<file path="src/rtl/instr_encoder_pkg.sv">
`default_nettype none
// ============================================================================
//  Module      : instr_encoder_pkg
//  Description : Shared control-unit definitions: encoder FSM states and the
//                instruction-word field positions used by decoder and encoder.
//  Revision    : 1.0 - initial release
// ============================================================================
package instr_encoder_pkg;

    // Encoder session states
    typedef enum logic [1:0] {
        ST_IDLE  = 2'd0,
        ST_LOAD  = 2'd1,
        ST_FLUSH = 2'd2
    } enc_state_e;

    // Instruction-word field positions (LSB and width of each field)
    localparam int COND_LSB  = 28;
    localparam int COND_W    = 4;
    localparam int OP_LSB    = 26;
    localparam int OP_W      = 2;
    localparam int FUNCT_LSB = 20;
    localparam int FUNCT_W   = 6;
    localparam int RN_LSB    = 16;
    localparam int RN_W      = 4;
    localparam int RD_LSB    = 12;
    localparam int RD_W      = 4;
    localparam int SRC2_LSB  = 0;
    localparam int SRC2_W    = 12;

    // The op encoding reserved as illegal
    localparam logic [OP_W-1:0] OP_ILLEGAL = 2'b11;

endpackage
`default_nettype wire

</file>
<file path="src/rtl/instr_pack.sv">
`default_nettype none
// ============================================================================
//  Module      : instr_pack
//  Description : Combinational packer: places the instruction fields into a
//                32-bit word and flags the reserved op encoding.
//  Revision    : 1.0 - initial release
// ============================================================================
module instr_pack
    import instr_encoder_pkg::*;
(
    input  logic [COND_W-1:0]  cond,
    input  logic [OP_W-1:0]    op,
    input  logic [FUNCT_W-1:0] funct,
    input  logic [RN_W-1:0]    rn,
    input  logic [RD_W-1:0]    rd,
    input  logic [SRC2_W-1:0]  src2,
    output logic [31:0]        word,
    output logic               legal
);

    // Field placement uses the shared positions so the decoder slices identically
    always_comb begin
        word                          = '0;
        word[COND_LSB  +: COND_W]     = cond;
        word[OP_LSB    +: OP_W]       = op;
        word[FUNCT_LSB +: FUNCT_W]    = funct;
        word[RN_LSB    +: RN_W]       = rn;
        word[RD_LSB    +: RD_W]       = rd;
        word[SRC2_LSB  +: SRC2_W]     = src2;
        legal                         = (op != OP_ILLEGAL);
    end

endmodule
`default_nettype wire

</file>
<file path="src/rtl/instr_encoder.sv">
`default_nettype none
// ============================================================================
//  Module      : instr_encoder
//  Description : Streams field tuples into instruction memory as encoded
//                32-bit words, one write per cycle, starting at base_addr.
//                Sessions end on in_last or on reaching the memory end.
//  Revision    : 1.0 - initial release
// ============================================================================
module instr_encoder
    import instr_encoder_pkg::*;
#(
    parameter int ADDR_W = 8
) (
    input  logic              clk,
    input  logic              rst_n,
    input  logic              start,
    input  logic [ADDR_W-1:0] base_addr,
    input  logic              in_valid,
    output logic              in_ready,
    input  logic [3:0]        in_cond,
    input  logic [1:0]        in_op,
    input  logic [5:0]        in_funct,
    input  logic [3:0]        in_rn,
    input  logic [3:0]        in_rd,
    input  logic [11:0]       in_src2,
    input  logic              in_last,
    output logic              mem_we,
    output logic [ADDR_W-1:0] mem_addr,
    output logic [31:0]       mem_wdata,
    output logic              busy,
    output logic              done,
    output logic              overflow,
    output logic              illegal,
    output logic [ADDR_W:0]   count
);

    localparam logic [ADDR_W-1:0] ADDR_MAX = {ADDR_W{1'b1}};

    enc_state_e        state;
    logic [ADDR_W-1:0] ptr;
    logic [31:0]       word;
    logic              legal;
    logic              accept;

    instr_pack u_pack (
        .cond  (in_cond),
        .op    (in_op),
        .funct (in_funct),
        .rn    (in_rn),
        .rd    (in_rd),
        .src2  (in_src2),
        .word  (word),
        .legal (legal)
    );

    // Handshake and status derived directly from the session state
    assign in_ready = (state == ST_LOAD);
    assign busy     = (state != ST_IDLE);
    assign accept   = in_valid && in_ready;

    // Session FSM, write pipeline register and sticky status flags
    always_ff @(posedge clk or negedge rst_n) begin
        if (!rst_n) begin
            state     <= ST_IDLE;
            ptr       <= '0;
            count     <= '0;
            overflow  <= 1'b0;
            illegal   <= 1'b0;
            mem_we    <= 1'b0;
            mem_addr  <= '0;
            mem_wdata <= '0;
            done      <= 1'b0;
        end else begin
            mem_we <= 1'b0;
            done   <= 1'b0;
            case (state)
                ST_IDLE: begin
                    // A start coinciding with the done pulse belongs to the
                    // session that just ended and is dropped.
                    if (start && !done) begin
                        state    <= ST_LOAD;
                        ptr      <= base_addr;
                        count    <= '0;
                        overflow <= 1'b0;
                        illegal  <= 1'b0;
                    end
                end
                ST_LOAD: begin
                    if (accept) begin
                        if (legal) begin
                            mem_we    <= 1'b1;
                            mem_addr  <= ptr;
                            mem_wdata <= word;
                            ptr       <= ptr + 1'b1;
                            count     <= count + 1'b1;
                            // Last address used without in_last: stop rather than wrap
                            if (!in_last && (ptr == ADDR_MAX)) begin
                                overflow <= 1'b1;
                                state    <= ST_FLUSH;
                            end
                        end else begin
                            illegal <= 1'b1;
                        end
                        if (in_last) begin
                            state <= ST_FLUSH;
                        end
                    end
                end
                ST_FLUSH: begin
                    state <= ST_IDLE;
                    done  <= 1'b1;
                end
                default: begin
                    state <= ST_IDLE;
                end
            endcase
        end
    end

endmodule
`default_nettype wire
</file>
<file path="config.mk">
export PLATFORM = sky130hd
export DESIGN_NAME = instr_encoder
export DESIGN_NICKNAME = d
export VERILOG_FILES = /design/src/rtl/instr_encoder_pkg.sv /design/src/rtl/instr_pack.sv /design/src/rtl/instr_encoder.sv
export SDC_FILE = /design/constraint.sdc
export NUM_CORES = 1
export LEC_CHECK = 0
export ABC_AREA = 1
export CAP_MARGIN = 20
export CORE_MARGIN = 4
export CORE_UTILIZATION = 45
export DETAILED_ROUTE_END_ITERATION = 12
export GPL_ROUTABILITY_DRIVEN = 0
export HOLD_SLACK_MARGIN = 0.15
export PLACE_DENSITY_LB_ADDON = 0.12
export RECOVER_POWER = 100
export SLEW_MARGIN = 20
export SYNTH_ARGS = -nofsm -noshare
export SYNTH_HDL_FRONTEND = slang
export SYNTH_SLANG_ARGS = --single-unit
</file>
<file path="constraint.sdc">
create_clock -name clk -period 2.05 [get_ports clk]
set_clock_uncertainty 0.15 [all_clocks]
set_input_delay 0.205 -clock clk [delete_from_list [all_inputs] [get_ports clk]]
set_output_delay 0.205 -clock clk [all_outputs]
set_load 0.02 [all_outputs]
</file>
==> results of run 1 <==
==> worst min-delay path by stage <==
stage	from	endpoint	slack [ns]	cells past startpoint
after floorplan	rst_n	count[0]$_DFFE_PN0P_	-0.24	0
after global placement	rst_n	mem_wdata[11]$_DFFE_PN0P_	0.09	2
after detailed placement	rst_n	mem_wdata[11]$_DFFE_PN0P_	0.09	2
after CTS	in_funct[2]	mem_wdata[22]$_DFFE_PN0P_	0.25	3
after global routing	in_funct[3]	mem_wdata[23]$_DFFE_PN0P_	0.25	3
final	in_funct[2]	mem_wdata[22]$_DFFE_PN0P_	0.26	3
==> worst register-to-register path: stages, from the launching register on <==
cell and delay (ns):
sky130_fd_sc_hd__dfrtp_1 0.42, sky130_fd_sc_hd__inv_1 0.11, sky130_fd_sc_hd__nor2_4 0.18, sky130_fd_sc_hd__nand2_1 0.18, sky130_fd_sc_hd__nor2_8 0.11, sky130_fd_sc_hd__buf_4 0.33
sky130_fd_sc_hd__nor2_1 0.08, sky130_fd_sc_hd__a21oi_1 0.12
==> sequential cells by signal, summed over array words and instances, names as in the netlist <==
name,cells
done,1
illegal,1
ptr,8
mem_wdata,32
state,2
count,9
mem_addr,8
mem_we,1
overflow,1
==> what timing repair did <==
action | 4_1_cts | 5_1_grt
hold endpoints to repair | 63 | 0
setup buffers | 0 | 0
hold buffers | 1 | 0
resized for setup | 1 | 1
endpoints found under the setup margin | 1 | 1
==> Yosys cell counts, types with 2 or more instances <==
master / number
sky130_fd_sc_hd__inv_1: 26
sky130_fd_sc_hd__ha_1: 2
sky130_fd_sc_hd__buf_2: 5
sky130_fd_sc_hd__nor2_4: 2
sky130_fd_sc_hd__o21ai_0: 17
sky130_fd_sc_hd__nor3_1: 3
sky130_fd_sc_hd__dfrtp_1: 63
sky130_fd_sc_hd__nand2_1: 176
sky130_fd_sc_hd__buf_6: 2
sky130_fd_sc_hd__clkbuf_1: 2
sky130_fd_sc_hd__xor2_1: 2
sky130_fd_sc_hd__nand3_1: 26
sky130_fd_sc_hd__o21ai_1: 2
sky130_fd_sc_hd__o21bai_1: 2
sky130_fd_sc_hd__buf_4: 2
sky130_fd_sc_hd__o211ai_1: 2
sky130_fd_sc_hd__or2_2: 2
sky130_fd_sc_hd__nor2_1: 14
sky130_fd_sc_hd__inv_2: 3
sky130_fd_sc_hd__nand4_1: 6
==> layer usage <==
layer  global-route usage  part of all wire
met4               0.0742             0.017
met2                0.316              0.47
met1                0.258              0.45
met5                    0                 0
met3               0.0555             0.061
==> area by class of cell <==
class / instances / area share
inverter: 29 / 0.0263
clock buffer: 15 / 0.0426
multi-input combinational: 259 / 0.271
sequential: 63 / 0.381
timing repair buffer: 108 / 0.257
tap: 75 / 0.0227
==> where the power goes <==
part | switching, mW | leakage, nW | internal [mW]
Combinational | 1.68 | 1.27 | 1.11
Sequential | 0.334 | 0.800 | 1.76
Clock | 0.417 | 0.0898 | 0.534
==> layout by cell type, fill, tap and decap left out, drive strengths merged, types with 2 or more instances in the layout <==
| cell | netlist | routed |
|---|---|---|
| buf | 10 | 8 |
| xor2 | 2 | 2 |
| inv | 29 | 29 |
| o21ai | 19 | 19 |
| o211ai | 2 | 2 |
| ha | 2 | 2 |
| nor3 | 3 | 3 |
| nand3 | 26 | 26 |
| dfrtp | 63 | 63 |
| nor2 | 17 | 17 |
| clkbuf | 2 | 17 |
| clkdlybuf4s50 | 0 | 43 |
| nand2 | 177 | 177 |
| o21bai | 2 | 2 |
| dlygate4sd3 | 0 | 54 |
| nand4 | 6 | 6 |
| or2 | 2 | 2 |
==> logic make-up (layout without fill, tap and decap cells) <==
| group | after synthesis | after routing | share of synthesized area |
|---|---|---|---|
| AND/OR/NAND/NOR | 231 | 231 | 0.331 |
| flip-flops | 63 | 63 | 0.546 |
| buffers and inverters | 41 | 152 | 0.0632 |
| AO/OA/AOI/OAI | 24 | 24 | 0.0450 |
| adder cells (fa/ha/maj) | 2 | 2 | 0.00866 |
| XOR/XNOR | 2 | 2 | 0.00606 |
==> impl_metrics.json, run 1 <==
{
  "synth.distinct_cells": 24,
  "timing.critical_path.fanout_max": 7,
  "max-vdd-ir-drop_uv": 827,
  "clock_tree.buffer_depth": 2,
  "crit_arrival_ns": 1.48,
  "dominant_synthesized_flop_cell": "sky130_fd_sc_hd__dfrtp_1",
  "r2r_setup_slack_ns": 0.29,
  "vias_per_cell": 4.67,
  "syn_inst": 363,
  "insertedDiodeCount": 0,
  "maxClockFrequency_ghz": 0.545,
  "path_clk_slew_ns": 0.07,
  "row_count": 28,
  "die_w_um": 88.1,
  "cp.required_ns": 1.69,
  "total_leakage_power_nw": 2.16,
  "numPortBuffers": 99,
  "edff_count_synth": 0,
  "die-height_um": 88.1,
  "drc_errors_left": 0,
  "cp_slowest_cell": "sky130_fd_sc_hd__dlygate4sd3_1",
  "netlist_area_um2": 2890,
  "initial_core_util": 0.477,
  "timing.final.hold_violations": 0,
  "drt_pre_antenna_iters": 4,
  "synth_area_leader_cell": "sky130_fd_sc_hd__dfrtp_1",
  "placement.setup.worst_slack_ns": 0.213,
  "share_of_cells_above_drive_strength_1": 0.0549,
  "synth-seq-cells": 63,
  "slew_headroom": 0.447,
  "synth_area_per_cell_um2": 7.96,
  "synth_fp_nets": 410,
  "antenna_found_initial": 0,
  "numCtsBuffers": 9,
  "number_of_violations_reported_at_the_end_of_detailed_routing_iteration_0": 149,
  "hpwl_um": 5070,
  "worst-setup-path-type": "register to primary output",
  "seq_area_frac_synth": 0.546,
  "yosysTopAreaCellShare": 0.546,
  "pin_count_of_the_biggest_net_entering_global_routing": 64,
  "min_period_over_period": 0.895,
  "result_of_the_run": "completed",
  "holdWs_ns": 0.260,
  "multi_input_area_um2": 1120,
  "groute.usage.overall": 0.198,
  "htreeDepth": 3,
  "pin_count": 100,
  "timing.critical_path.from_type": "register",
  "core_area_um2": 6060,
  "setup_repair_after_global_routing_missed_its_margin": "false",
  "cp_top_family": "buffers and inverters",
  "cp_cell_sequence": "dlygate4sd3_1",
  "timing.critical_path.depth": 1,
  "tritoncts_clock_tree": "built",
  "wl_um": 6950,
  "synth_warnings": 0,
  "fin_total_pwr_mw": 5.83,
  "insertion_delay_ns": 0.32,
  "cp.buffers_inverters": 1,
  "via_count_of_the_first_global_routing_pass": 2547,
  "cellPowerDensity_nw_per_um2": 1410,
  "dpl_cell_area_um2": 3990,
  "worst_r2r_path_depth": 7,
  "fill_cells": 527,
  "sequential_cell_area_um2": 1580,
  "report.final.slew_viol_count": 0,
  "cts_num_sinks": 63,
  "grt-ovfl-total": 0,
  "r2r_start": "state[0]$_DFFE_PN0P_",
  "tns_ns": 0,
  "asyncSetResetFlopFracSynth": 1.00,
  "critPathCapture": "count[2]",
  "maxCapViolations": 0,
  "area_growth_pct": 43.2,
  "peak_per_stage_delay_on_the_critical_path_ns": 0.71,
  "finalInstanceArea_um2": 4140,
  "timing.final.setup_violations": 0,
  "first_pass_grt_wire_length_um": 11900,
  "timing_worst_slew_pin_value_ns": 0.830,
  "route.antenna.remaining_nets": 0,
  "num-nets-final": 517,
  "dpl.cell_count": 533,
  "post-route-worst-setup-slack_ns": 0.215,
  "setup.worst_path.start": "count[2]$_DFFE_PN0P_",
  "floorplan.die_area_um2": 7770,
  "layout.cells.non_filler": 549,
  "num_vias": 2566,
  "final_period_minus_worst_setup_slack_ns": 1.83,
  "clock_root_buffer": "sky130_fd_sc_hd__clkbuf_8",
  "min_delay_worst_type": "input pin to register",
  "worst_r2r_endpoint": "count[0]$_DFFE_PN0P_",
  "post-route-util": 0.682,
  "ys_top_cells_by_area": "sky130_fd_sc_hd__dfrtp_1 55%, sky130_fd_sc_hd__nand2_1 23%, sky130_fd_sc_hd__nand3_1 4.5%",
  "cp-end-kind": "primary output",
  "route.detailed.wl_per_inst_um": 12.7
}
Power figures use the tool's default switching activity.
==> run 2, diff against run 1 <==
--- a/config.mk
+++ b/config.mk
@@ -5,10 +5,10 @@
 export SDC_FILE = /design/constraint.sdc
 export NUM_CORES = 1
 export LEC_CHECK = 0
-export ABC_AREA = 1
+export ABC_AREA = 0
 export CAP_MARGIN = 20
 export CORE_MARGIN = 4
-export CORE_UTILIZATION = 45
+export CORE_UTILIZATION = 44
 export DETAILED_ROUTE_END_ITERATION = 12
 export GPL_ROUTABILITY_DRIVEN = 0
 export HOLD_SLACK_MARGIN = 0.15
==> run 2 against run 1 <==
Effect of this change: critical path depth grew 4; worst hold slack got worse by 0.017 ns; count of clock-buffer cells in the layout decreased by 1; routed wire length is 2.2% lower; sequential share of layout area increased by 1.4 points; synthesized area down 6.7%; register-to-register slack got worse by 0.20 ns; final area fell by 3.4%; final cell count down 13%; clock power is 34% higher; critical path type is now register to register; largest power group unchanged; highest routed layer unchanged.
==> impl_metrics.json, run 2 <==
{
  "vias_per_cell": 4.99,
  "power_frac_seq": 0.355,
  "tritoncts_clock_tree": "built",
  "insertion_delay_ns": 0.34,
  "slew_headroom": 0.436,
  "result_of_the_run": "completed",
  "post-route-util": 0.675,
  "die-height_um": 86.3,
  "post-cts-setup-buffer-count": 0,
  "synth-seq-cells": 63,
  "dominant_synthesized_flop_cell": "sky130_fd_sc_hd__dfrtp_1",
  "num-nets-final": 446,
  "path_clk_slew_ns": 0.07,
  "synth_area_leader_cell": "sky130_fd_sc_hd__dfrtp_1",
  "area_growth_pct": 48.1,
  "ys_top_cells_by_count": "133 x sky130_fd_sc_hd__nand2_1, 63 x sky130_fd_sc_hd__dfrtp_1, 10 x sky130_fd_sc_hd__a21oi_1",
  "max-vdd-ir-drop_uv": 701,
  "number_of_violations_reported_at_the_end_of_detailed_routing_iteration_0": 153,
  "drc_errors_left": 0,
  "synth_area_per_cell_um2": 9.20,
  "timing.final.hold_violations": 0,
  "cellPowerDensity_nw_per_um2": 1460,
  "edff_count_synth": 0,
  "crit_arrival_ns": 2.06,
  "layout.cells.non_filler": 479,
  "first_pass_grt_wire_length_um": 11400,
  "dpl_cell_area_um2": 3780,
  "numPortBuffers": 99,
  "groute.usage.overall": 0.195,
  "min_period_over_period": 0.955,
  "floorplan.die_area_um2": 7440,
  "max_flop_register": "mem_wdata",
  "maxClockFrequency_ghz": 0.511,
  "tns_ns": 0,
  "swShare": 0.381,
  "yosysTopAreaCellShare": 0.585,
  "switching_power_summed_over_all_nets_mw": 2.22,
  "core_area_um2": 5920,
  "fin_total_pwr_mw": 5.82,
  "total_leakage_power_nw": 1.98,
  "route.detailed.wl_per_inst_um": 14.2,
  "pin_count": 100,
  "pin_count_of_the_biggest_net_entering_global_routing": 64,
  "setup_repair_after_global_routing_missed_its_margin": "false",
  "largest_register_ffs": 32,
  "synth_warnings": 0,
  "synth_fp_nets": 340,
  "final_period_minus_worst_setup_slack_ns": 1.96,
  "share_of_cells_above_drive_strength_1": 0.0767,
  "clock_tree.buffer_depth": 2,
  "drt_pre_antenna_iters": 4,
  "yosysMostFrequentCell": "sky130_fd_sc_hd__nand2_1",
  "power.internal_mw": 3.60,
  "maxCapViolations": 0,
  "grt-ovfl-total": 0,
  "netlist_area_um2": 2700,
  "finalInstanceArea_um2": 3990,
  "cp.required_ns": 2.15,
  "antenna_found_initial": 0,
  "asyncSetResetFlopFracSynth": 1.00,
  "timing.critical_path.fanout_max": 10,
  "die_w_um": 86.3,
  "most-common-layout-cells": "134 x sky130_fd_sc_hd__nand2_1, 63 x sky130_fd_sc_hd__dfrtp_1, 54 x sky130_fd_sc_hd__dlygate4sd3_1",
  "dpl.cell_count": 462,
  "via_count_of_the_first_global_routing_pass": 2373,
  "cts_num_sinks": 63,
  "ys_top_cells_by_area": "sky130_fd_sc_hd__dfrtp_1 58%, sky130_fd_sc_hd__nand2_1 19%, sky130_fd_sc_hd__a21oi_1 1.9%",
  "insertedDiodeCount": 0,
  "worst-setup-path-type": "register to register",
  "row_count": 28,
  "num_vias": 2388,
  "post-route-worst-setup-slack_ns": 0.0928,
  "seq_area_frac_synth": 0.585,
  "hpwl_um": 4690,
  "clock_root_buffer": "sky130_fd_sc_hd__clkbuf_8",
  "wl_um": 6800,
  "htreeDepth": 3,
  "combinationalPowerShare": 0.427,
  "synth.distinct_cells": 41,
  "biggestRegsByFlops": "mem_wdata (32), count (9)",
  "timing.final.setup_violations": 0,
  "route.antenna.remaining_nets": 0,
  "syn_inst": 293,
  "placement.setup.worst_slack_ns": 0.0951,
  "final_common_cell": "sky130_fd_sc_hd__nand2_1",
  "power.share.clock": 0.218,
  "report.final.slew_viol_count": 0,
  "timing_worst_slew_pin_value_ns": 0.845,
  "cp-end-kind": "register",
  "numCtsBuffers": 9,
  "timing.critical_path.from_type": "register",
  "initial_core_util": 0.455,
  "min_delay_worst_type": "input pin to register",
  "holdWs_ns": 0.244
}
-- run 2: cell count changes in the layout (fill, tap and decap cells not counted), sizes merged, moves of 3 or more --
cell and change:
nand2 -43, inv -26, nand3 -21, clkbuf +3
a21oi +9, o21ai -11, o22ai +3, nor2 -9
mux2i +5
-- run 2: critical path: stages (launching register included) --
cell	delay, ns
sky130_fd_sc_hd__dfrtp_1	0.49
sky130_fd_sc_hd__or4b_1	0.59
sky130_fd_sc_hd__o21ai_2	0.13
sky130_fd_sc_hd__clkbuf_2	0.26
sky130_fd_sc_hd__a21oi_1	0.09
sky130_fd_sc_hd__a21oi_1	0.15
-- run 2: what timing repair did --
item | CTS | global route
hold buffers | 1 | 0
gates resized for setup | 1 | 2
setup endpoints to repair | 1 | 2
endpoints found under the hold margin | 63 | 0
-- run 2: final timing paths --
kind                                           from                         to  cells past startpoint  slack [ns]
setup / recovery               state[0]$_DFFE_PN0P_         ptr[4]$_DFFE_PN0P_                      5        0.09
hold / removal                          in_funct[0]  mem_wdata[20]$_DFFE_PN0P_                      3        0.24
setup reg to reg               state[0]$_DFFE_PN0P_         ptr[4]$_DFFE_PN0P_                      5        0.09
hold reg to reg            mem_wdata[7]$_DFFE_PN0P_   mem_wdata[7]$_DFFE_PN0P_                      2        0.32
max in group asynchronous                     rst_n       count[7]$_DFFE_PN0P_                      3        0.72
min in group asynchronous                     rst_n   mem_wdata[0]$_DFFE_PN0P_                      3        0.49
-- run 2: cell families after synthesis --
family | count (synthesis) | share of synthesized area
simple gates | 171 | 0.271
flops | 63 | 0.585
compound gates | 32 | 0.0752
buf+inv | 18 | 0.0348
mux | 5 | 0.0186
xor+xnor | 2 | 0.00650
fa+ha+maj | 2 | 0.00928
-- run 2: area by class of cell --
class	instances	area [um^2]
Tap cell	75	93.8
Clock buffer	14	183
Timing Repair Buffer	110	1050
Multi-Input combinational cell	212	1020
Inverter	3	11.3
Sequential cell	63	1580
Fill cell	495	1930
Clock inverter	2	60.1
-- run 2: power groups by stage --
stage / logic [mW] / clock network, mW / registers, mW
after floorplan: 1.01 / 0 / 2.54
after global placement: 2.65 / 0 / 2.09
after detailed placement: 2.70 / 0 / 2.11
after CTS: 2.71 / 1.30 / 2.09
after global routing: 2.72 / 1.38 / 2.15
final: 2.49 / 1.27 / 2.07
-- run 2: routing by layer --
metal | wire length (um) | vias up | track usage
li1 | - | 1172 | -
met1 | 3120 | 1117 | 0.274
met2 | 2990 | 83 | 0.282
met3 | 519 | 16 | 0.0637
met4 | 163 | 0 | 0.0779
met5 | 0 | - | 0
